### src/rtl/mem_access_stage.sv
// mem_access_stage: MEM pipeline stage with a load/store unit.
// Issues B/H/W/D requests on the data bus, waits for a variable-latency
// response, aligns and extends load data, and publishes a bypass source.
// Optional feature: define MISALIGN_TRAP_EN to trap misaligned accesses
// (out_exc=1, no bus request) instead of silently aligning them down.
module mem_access_stage #(
    parameter int XLEN      = 64,
    parameter int ADDR_W    = 64,
    parameter int REG_IDX_W = 5
) (
    input  logic                 clk,
    input  logic                 rst,
    input  logic                 in_valid,
    output logic                 in_ready,
    input  logic                 in_load,
    input  logic                 in_store,
    input  logic [1:0]           in_size,
    input  logic                 in_unsigned,
    input  logic [ADDR_W-1:0]    in_addr,
    input  logic [XLEN-1:0]      in_wdata,
    input  logic                 in_wb_en,
    input  logic [REG_IDX_W-1:0] in_wd,
    input  logic [XLEN-1:0]      in_alu,
    input  logic [ADDR_W-1:0]    in_pc,
    input  logic                 hold,
    output logic                 dreq_valid,
    output logic                 dreq_write,
    output logic [ADDR_W-1:0]    dreq_addr,
    output logic [1:0]           dreq_size,
    output logic [XLEN/8-1:0]    dreq_strb,
    output logic [XLEN-1:0]      dreq_wdata,
    input  logic                 dresp_ok,
    input  logic [XLEN-1:0]      dresp_rdata,
    output logic                 out_valid,
    output logic                 out_wb_en,
    output logic [REG_IDX_W-1:0] out_wd,
    output logic [XLEN-1:0]      out_data,
    output logic [ADDR_W-1:0]    out_pc,
    output logic                 out_exc,
    output logic                 fwd_valid,
    output logic                 fwd_wb,
    output logic [REG_IDX_W-1:0] fwd_wd,
    output logic [XLEN-1:0]      fwd_data,
    output logic                 fwd_pending
);
    localparam int NB    = XLEN / 8;
    localparam int OFF_W = $clog2(NB);

    typedef enum logic [1:0] {IDLE = 2'd0, REQ = 2'd1, WAITWB = 2'd2} state_t;
    state_t state, state_next;

    logic              accept, is_mem, misalign, issue;
    logic [1:0]        eff_size;
    logic [3:0]        size_m1;
    logic [NB-1:0]     strb_base;
    logic [ADDR_W-1:0] aligned_addr;
    logic [OFF_W-1:0]  off;

    // Entry held while the bus transaction is outstanding
    logic                 h_load, h_unsigned, h_wb_en;
    logic [REG_IDX_W-1:0] h_wd;
    logic [ADDR_W-1:0]    h_pc, h_addr;
    logic [1:0]           h_size;
    logic [OFF_W-1:0]     h_off;
    logic [XLEN-1:0]      rdata_buf;

    logic [XLEN-1:0] load_src, load_shift, load_ext, res_data;
    logic            res_wb;

    assign in_ready = (state == IDLE) && !hold;
    assign accept   = in_valid && in_ready;
    assign is_mem   = in_load || in_store;
    assign eff_size = (XLEN == 32 && in_size == 2'd3) ? 2'd2 : in_size;

    // Byte count minus one and the unshifted strobe pattern for the access size
    always_comb begin
        size_m1   = 4'd0;
        strb_base = '0;
        case (eff_size)
            2'd0:    begin size_m1 = 4'd0; strb_base = NB'(8'h01); end
            2'd1:    begin size_m1 = 4'd1; strb_base = NB'(8'h03); end
            2'd2:    begin size_m1 = 4'd3; strb_base = NB'(8'h0F); end
            default: begin size_m1 = 4'd7; strb_base = NB'(8'hFF); end
        endcase
    end

    assign aligned_addr = in_addr & ~ADDR_W'(size_m1);
    assign off          = aligned_addr[OFF_W-1:0];

`ifdef MISALIGN_TRAP_EN
    assign misalign = is_mem && ((in_addr[3:0] & size_m1) != 4'd0);
`else
    assign misalign = 1'b0;
`endif

    assign issue = accept && is_mem && !misalign;

    // Next-state logic for the request/response handshake
    always_comb begin
        state_next = state;
        case (state)
            IDLE:    if (issue) state_next = REQ;
            REQ:     if (dresp_ok) state_next = hold ? WAITWB : IDLE;
            WAITWB:  if (!hold) state_next = IDLE;
            default: state_next = IDLE;
        endcase
    end

    // State register
    always_ff @(posedge clk) begin
        if (rst) state <= IDLE;
        else     state <= state_next;
    end

    // Bus request registers and the held entry, captured when a mem op issues
    always_ff @(posedge clk) begin
        if (rst) begin
            dreq_valid <= 1'b0;
            dreq_write <= 1'b0;
            dreq_addr  <= '0;
            dreq_size  <= 2'd0;
            dreq_strb  <= '0;
            dreq_wdata <= '0;
            h_load     <= 1'b0;
            h_unsigned <= 1'b0;
            h_wb_en    <= 1'b0;
            h_wd       <= '0;
            h_pc       <= '0;
            h_addr     <= '0;
            h_size     <= 2'd0;
            h_off      <= '0;
            rdata_buf  <= '0;
        end else begin
            if (issue) begin
                dreq_valid <= 1'b1;
                dreq_write <= in_store;
                dreq_addr  <= aligned_addr;
                dreq_size  <= eff_size;
                dreq_strb  <= strb_base << off;
                dreq_wdata <= in_wdata << {off, 3'b000};
                h_load     <= in_load;
                h_unsigned <= in_unsigned;
                h_wb_en    <= in_wb_en;
                h_wd       <= in_wd;
                h_pc       <= in_pc;
                h_addr     <= in_addr;
                h_size     <= eff_size;
                h_off      <= off;
            end else if (state == REQ && dresp_ok) begin
                dreq_valid <= 1'b0;
            end
            if (state == REQ && dresp_ok && hold) rdata_buf <= dresp_rdata;
        end
    end

    assign load_src   = (state == WAITWB) ? rdata_buf : dresp_rdata;
    assign load_shift = load_src >> {h_off, 3'b000};

    // Size masking and sign/zero extension of the lane-aligned load data
    always_comb begin
        load_ext = load_shift;
        case (h_size)
            2'd0: load_ext = h_unsigned ? XLEN'(load_shift[7:0])  : XLEN'($signed(load_shift[7:0]));
            2'd1: load_ext = h_unsigned ? XLEN'(load_shift[15:0]) : XLEN'($signed(load_shift[15:0]));
            2'd2: load_ext = h_unsigned ? XLEN'(load_shift[31:0]) : XLEN'($signed(load_shift[31:0]));
            default: load_ext = load_shift;
        endcase
    end

    assign res_data = h_load ? load_ext : XLEN'(h_addr);
    assign res_wb   = h_load && h_wb_en;

    // MEM/WB output register: frozen by hold, otherwise loaded by a pass-through or a completed access
    always_ff @(posedge clk) begin
        if (rst) begin
            out_valid <= 1'b0;
            out_wb_en <= 1'b0;
            out_wd    <= '0;
            out_data  <= '0;
            out_pc    <= '0;
            out_exc   <= 1'b0;
        end else if (!hold) begin
            if (accept && !issue) begin
                out_valid <= 1'b1;
                out_wb_en <= in_wb_en && !misalign;
                out_wd    <= in_wd;
                out_data  <= in_alu;
                out_pc    <= in_pc;
                out_exc   <= misalign;
            end else if ((state == REQ && dresp_ok) || state == WAITWB) begin
                out_valid <= 1'b1;
                out_wb_en <= res_wb;
                out_wd    <= h_wd;
                out_data  <= res_data;
                out_pc    <= h_pc;
                out_exc   <= 1'b0;
            end else begin
                out_valid <= 1'b0;
            end
        end
    end

    // Bypass source: the entry being accepted, or the held entry while the bus is busy
    always_comb begin
        fwd_valid   = 1'b0;
        fwd_wb      = 1'b0;
        fwd_wd      = '0;
        fwd_data    = '0;
        fwd_pending = 1'b0;
        if (!rst) begin
            if (state == IDLE) begin
                if (accept) begin
                    fwd_valid   = 1'b1;
                    fwd_wb      = in_wb_en && !in_store && !misalign && (in_wd != '0);
                    fwd_wd      = in_wd;
                    fwd_data    = in_alu;
                    fwd_pending = in_load && !misalign;
                end
            end else begin
                fwd_valid   = 1'b1;
                fwd_wb      = h_wb_en && h_load && (h_wd != '0);
                fwd_wd      = h_wd;
                fwd_pending = 1'b1;
            end
        end
    end

endmodule

### config.mk
export PLATFORM = sky130hd
export DESIGN_NAME = mem_access_stage
export DESIGN_NICKNAME = d
export VERILOG_FILES = /design/src/rtl/mem_access_stage.sv
export SDC_FILE = /design/constraint.sdc
export NUM_CORES = 1
export LEC_CHECK = 0
export ABC_AREA = 0
export ABC_CLOCK_PERIOD_IN_PS = 4200
export CAP_MARGIN = 10
export CORE_AREA = 2 2 270 272
export CTS_CLUSTER_SIZE = 30
export DETAILED_ROUTE_END_ITERATION = 16
export DIE_AREA = 0 0 272 274
export HOLD_SLACK_MARGIN = 0.03
export RECOVER_POWER = 50
export SETUP_SLACK_MARGIN = 0.4
export SLEW_MARGIN = 10
export SYNTH_ARGS = -nofsm -noshare
export SYNTH_HDL_FRONTEND = slang
export SYNTH_SLANG_ARGS = --single-unit
### constraint.sdc
create_clock -name clk -period 4.2 [get_ports clk]
set_input_delay 0.42 -clock clk [delete_from_list [all_inputs] [get_ports clk]]
set_output_delay 0.42 -clock clk [all_outputs]
set_load 0.005 [all_outputs]
==> flow_summary.ini, run 1 <==
[clocking]
tritoncts = built
root_buffer = clkbuf_16
clk_pin_slew_ns = 0.06
htree_levels = 2
cts_sinks = 416
cts_setup_buffers = 0
post_cts_resized = 0
cts_buffer_depth = 3
clk_latency_ns = 0.61
cts-hold-fix-buffers = 0
cts_inserted_buffers = 50

[critical_path]
reg2reg_to = out_data[40]
cpPeakStageDelay_ns = 0.64
path_buf_inv = 2
rr_startpoint = state[1]
rrSetupSlack_ns = 0.70
ff2ff_path_depth = 6
path_delay_family = buffers and inverters
crit_chain = nor4b_1, buf_4, nand2_1, a21oi_1, clkdlybuf4s50_1
arrival_ns = 3.19
path_max_fanout = 68
worstSetupPathType = reg2out
startpoint_type = flip-flop
worst_setup_path_end_kind = primary output
slowest_stage = buf_4
crit_required_ns = 3.78

[die]
die_w_microns = 272
num_rows = 99
die_y_microns = 274
core-area_sq_mm = 0.0720
die_area_sq_mm = 0.0745
start_util_pct = 29.5
io_pins = 685

[yosys]
ys_warn_count = 0
syn-num-nets = 2998
synth_top_family_by_area = compound AO/OA/AOI/OAI gates
synth_seq_cells = 416
synthXorXnorAreaFrac_pct = 0
synth-simple-area-share_pct = 21.3
synth_mux_area_share_pct = 9.22
postSynthCellCount = 2662
synth_fa_ha_area_share_pct = 0
synth_compound_area_share_pct = 22.9
synth_cell_types = 74
seq_area_frac_synth_pct = 39.3
synth_ff_type = dfxtp_1
synthArstFlopShare_pct = 0
synth_edf_count = 0
syn_area_per_cell_sq_um = 7.97
syn_area_sq_mm = 0.0212

[placement]
hpwl_mm = 73.8
gp_congestion = 0.969
pre_cts_slack_ns = 0.649
io_buffers = 683
placed_area_sq_mm = 0.0284

[drt]
vias = 22300
drt_wl_total_mm = 101
via_per_inst = 5.36
wire_per_inst_microns = 24.2
drtIter0Drc = 2125
antenna_left = 0
drcViolationCount = 0
dr.pass1.iters = 9

[global_route]
grt_pass1_vias = 20800
track_usage_pct = 25.8
antenna_found_initial = 21
grt_overflow = 0
grt_pass1_wl_mm = 144
grt_max_degree = 157

[power_and_ir_drop]
total_power_w = 0.0102
power_per_cell_area_mw_per_mm2 = 341
p_leak_nw = 11.3
ir_worst_vdd_uv = 287

[timing]
tightest_slew_ns = 1.48
timing.fmax_ghz = 0.277
hold_viol_final = 0
setup_viol = 0
fin_setup_tns_ns = 0
drv_slew = 0
rsz0062_at_grt = false
slew_headroom_pct = 1.47
period_needed_ns = 3.61
fin_worst_skew_ns = 0.0235
timing.final.ws_setup_ns = 0.594
period_share_pct = 85.9

[cells_and_area]
fin_nets = 3492
utilization_pct = 41.8
layout_common_cells = nand2_1, dfxtp_1, clkdlybuf4s50_1
layout_commonest_cell = nand2_1
final_area_sq_mm = 0.0301
fillers = 7336
layout-drive-gt1-share_pct = 7.39
area_delta_synth_final_pct = 41.7

[flow_run]
max_cap_violations = 0

[worst_hold_path]
hold_start = rst
hold_path_depth = 2
hold_class = in2reg
holdPathEnd = dreq_addr[12]

[outcome]
outcome = complete, no violations
-- how the worst max path moves through the flow --
stage | slack [ns] | start | end | depth (start not counted)
6_report | 0.59 | state[1] | fwd_pending | 5
5_1_grt | 0.31 | state[1] | fwd_pending | 5
4_1_cts | 0.63 | state[1] | fwd_wd[3] | 4
3_5_place_dp | 0.65 | hold | out_data[6] | 6
3_3_place_gp | 0.69 | hold | out_data[6] | 6
2_1_floorplan | 1.85 | hold | out_data[62] | 9
-- state kept, by name (all words and copies together), names as in the netlist --
name        flops
dreq_addr      64
dreq_wdata     64
h_pc           64
out_data       64
out_pc         64
rdata_buf      64
dreq_strb       8
h_wd            5
out_wd          5
h_addr          3
h_size          2
state           2
dreq_valid      1
dreq_write      1
h_load          1
h_unsigned      1
h_wb_en         1
out_valid       1
out_wb_en       1
-- cells in the mapped netlist, drive strengths merged (3+ instances only) --
master	instances	area share, %
nand3	20	0.47
mux2i	102	4.8
a22o	11	0.45
o221ai	22	0.91
nand2b	17	0.50
o32a	26	1.2
a21boi	3	0.12
a311oi	72	3.0
and3	64	1.9
nor2	216	3.9
or2	3	0.089
inv	9	0.16
nor3b	5	0.18
a31oi	21	0.62
and3b	4	0.17
clkbuf	172	3.0
a221oi	8	0.36
a2111o	6	0.32
buf	133	4.1
o22a	6	0.25
a21oi	243	5.7
mux4	40	4.2
a22oi	78	2.8
dfxtp	416	39
o211ai	21	0.77
o2111ai	8	0.33
a211o	3	0.12
nor2b	22	0.68
nor3	34	0.98
nand2	672	12
o21ai	99	2.5
a211oi	65	2.4
o22ai	10	0.30
mux2	3	0.16
-- metrics by stage --
stage | std cells | hold slack, ns
2_1_floorplan | 2662 | 0.432
4_1_cts | 4154 | 0.247
3_3_place_gp | 4063 | 0.442
6_report | 4167 | 0.272
5_1_grt | 4164 | 0.281
3_5_place_dp | 4063 | 0.444
-- final cells by class --
class                           count  area, sq um  area share (%)
Multi-Input combinational cell   1932        11400            37.9
Tap cell                          959         1200            3.99
Timing Repair Buffer              747         7450            24.8
Antenna cell                       13         32.5           0.108
Sequential cell                   416         8330            27.7
Clock buffer                       72         1470            4.88
Clock inverter                     19          146           0.487
Inverter                            9         33.8           0.112
-- layer usage --
| metal | vias to the layer above | part of all wire [%] | global-route usage, % |
|---|---|---|---|
| met5 | - | 0.047 | 0 |
| met4 | 8 | 3.3 | 8.76 |
| met2 | 899 | 45 | 40.7 |
| met1 | 10900 | 44 | 34.6 |
| met3 | 158 | 7.8 | 5.81 |
| li1 | 10400 | - | - |
-- cell families after synthesis --
logic type             after synthesis
AND/OR/NAND/NOR                   1070
other                                1
flip-flops                         416
multiplexers                       145
buffers and inverters              314
AO/OA/AOI/OAI                      716
-- where the power goes --
part	switching, W	internal, W
Clock	0.00186	0.00249
Combinational	0.000928	0.000767
Sequential	0.000108	0.00410
(Power assumes the default switching activity.)
==> run 2: changes to the inputs <==
- REMOVE_ABC_BUFFERS: default -> 1
==> run 2 against run 1 <==
Effect of this change:
- die area unchanged
- the run now ends with max-capacitance violations, max-slew violations left
- sequential share of layout area about the same
- non-clock buffer count decreased by 14
- first-iteration DRC count decreased by 11%
- routed wire length decreased by 6.5%
- core utilization about the same
- critical path type is now reg2reg
- flip-flop and latch count unchanged
- critical path depth unchanged
- register-to-register slack got worse by 0.21 ns
- power increased by 2.4%
- combinational power decreased by 5%
- cell area increased by 0.11%
==> flow_summary.ini, run 2 (synthesis results as in run 1) <==
[power_and_ir_drop]
p_leak_nw = 11.2
power_per_cell_area_mw_per_mm2 = 349
swShare_pct = 27.2
total_power_w = 0.0105
ir_worst_vdd_uv = 268
power_frac_comb_pct = 15.4
p_seq_share_pct = 40.1
intPower_w = 0.00764
power_switching_w = 0.00285
power.share.clock_pct = 44.5

[flow_run]
max_cap_violations = 4

[clocking]
post_cts_resized = 0
root_buffer = clkbuf_16
cts_inserted_buffers = 52
clk_latency_ns = 0.62
cts_buffer_depth = 3
cts_sinks = 416
htree_levels = 2
cts-hold-fix-buffers = 0
tritoncts = built
clk_pin_slew_ns = 0.06
cts_setup_buffers = 0

[critical_path]
path_delay_family = simple AND/OR/NAND/NOR gates
crit_required_ns = 4.74
rrSetupSlack_ns = 0.49
slowest_stage = and2_0
path_max_fanout = 37
arrival_ns = 4.25
crit_chain = and3b_1, and2_0, clkbuf_2, nand2_1, a21oi_1
startpoint_type = flip-flop
path_buf_inv = 1
worst_setup_path_end_kind = flip-flop
worstSetupPathType = reg2reg
cpPeakStageDelay_ns = 1.80

[die]
io_pins = 685
core-area_sq_mm = 0.0720
die_area_sq_mm = 0.0745
die_y_microns = 274
num_rows = 99
die_w_microns = 272
start_util_pct = 29.5

[timing]
setup_viol = 0
fin_worst_skew_ns = 0.0267
slew_headroom_pct = -60.2
rsz0062_at_grt = false
timing.fmax_ghz = 0.270
period_needed_ns = 3.71
period_share_pct = 88.3
hold_viol_final = 0
tightest_slew_ns = 2.40
whs_ns = 0.270
drv_slew = 270

[drt]
drcViolationCount = 0
dr.pass1.iters = 7
via_per_inst = 5.25
vias = 21800
antenna_left = 0
drt_wl_total_mm = 94.2
wire_per_inst_microns = 22.7
drtIter0Drc = 1887

[global_route]
track_usage_pct = 24.0
antenna_found_initial = 14
grt_overflow = 0
grt_pass1_vias = 20500
grt_pass1_wl_mm = 136
grt_max_degree = 166

[placement]
hpwl_mm = 66.9
io_buffers = 683
gp_congestion = 0.901

[worst_hold_path]
hold_class = in2reg

[cells_and_area]
utilization_pct = 41.8
layout-drive-gt1-share_pct = 6.94
area_delta_synth_final_pct = 41.9
layout_common_cells = nand2_1, dfxtp_1, clkdlybuf4s50_1
fin_nets = 3480
layout_commonest_cell = nand2_1

[outcome]
violations = max-capacitance violations, max-slew violations
outcome = finished with violations
-- run 2: cell count changes in the layout (fill, tap and decap cells not counted), sizes merged --
cell      before  now
clkinv        16    8
inv           11   10
buf           63   43
clkbuf        74   83
clkinvlp       0    5
bufinv         1    4
-- run 2: path summary, 6_finish.rpt --
path | end | startpoint | depth (start not counted)
max reg2reg | rdata_buf[17] | state[0] | 5
min reg2reg | out_wb_en | out_wb_en | 2
max | rdata_buf[17] | state[0] | 5
min | rdata_buf[0] | rst | 2
-- run 2: power by group through the flow --
stage | registers [W] | logic (W) | clock network (W)
floorplan | 0.00428 | 0.000640 | 0
global placement | 0.00430 | 0.00165 | 0
detailed placement | 0.00430 | 0.00165 | 0
CTS | 0.00421 | 0.00166 | 0.00478
global route | 0.00423 | 0.00173 | 0.00492
finish | 0.00421 | 0.00161 | 0.00467
-- run 2: cell type report --
| type | count | area (sq um) |
|---|---|---|
| diodes | 13 | 32.5 |
| repair buffers | 733 | 7320 |
| clock buffers | 75 | 1540 |
| multi-input cells | 1932 | 11400 |
| well taps | 959 | 1200 |
| inverters | 9 | 33.8 |
| fillers | 7317 | 41900 |
| clock inverters | 18 | 218 |
| flip-flops and latches | 416 | 8330 |
-- run 2: metrics by stage --
step	std cells	TNS (ns)	instance area (sq um)	setup WS (ns)
floorplan	2357	-2112.47	19700	-9.26
global placement	4049	0	28400	0.795
detailed placement	4049	0	28400	0.714
CTS	4142	0	30100	0.714
global route	4151	0	30100	0.301
finish	4155	0	30100	0.490
-- run 2: worst register-to-register path: cells and delay by family, from the launching register on --
family	cells	cell delay [ns]
DFF	1	0.61
and+or+nand+nor	3	2.29
buffers and inverters	1	0.62
AOI/OAI and AO/OA	1	0.15
-- run 2: per-layer routing --
metal | track usage [%] | wire, microns | vias up
met3 | 6.62 | 7980 | 165
met4 | 9.11 | 3260 | 8
met5 | 0 | 54 | -
met1 | 31.3 | 40300 | 10400
li1 | - | - | 10400
met2 | 37.8 | 42600 | 870
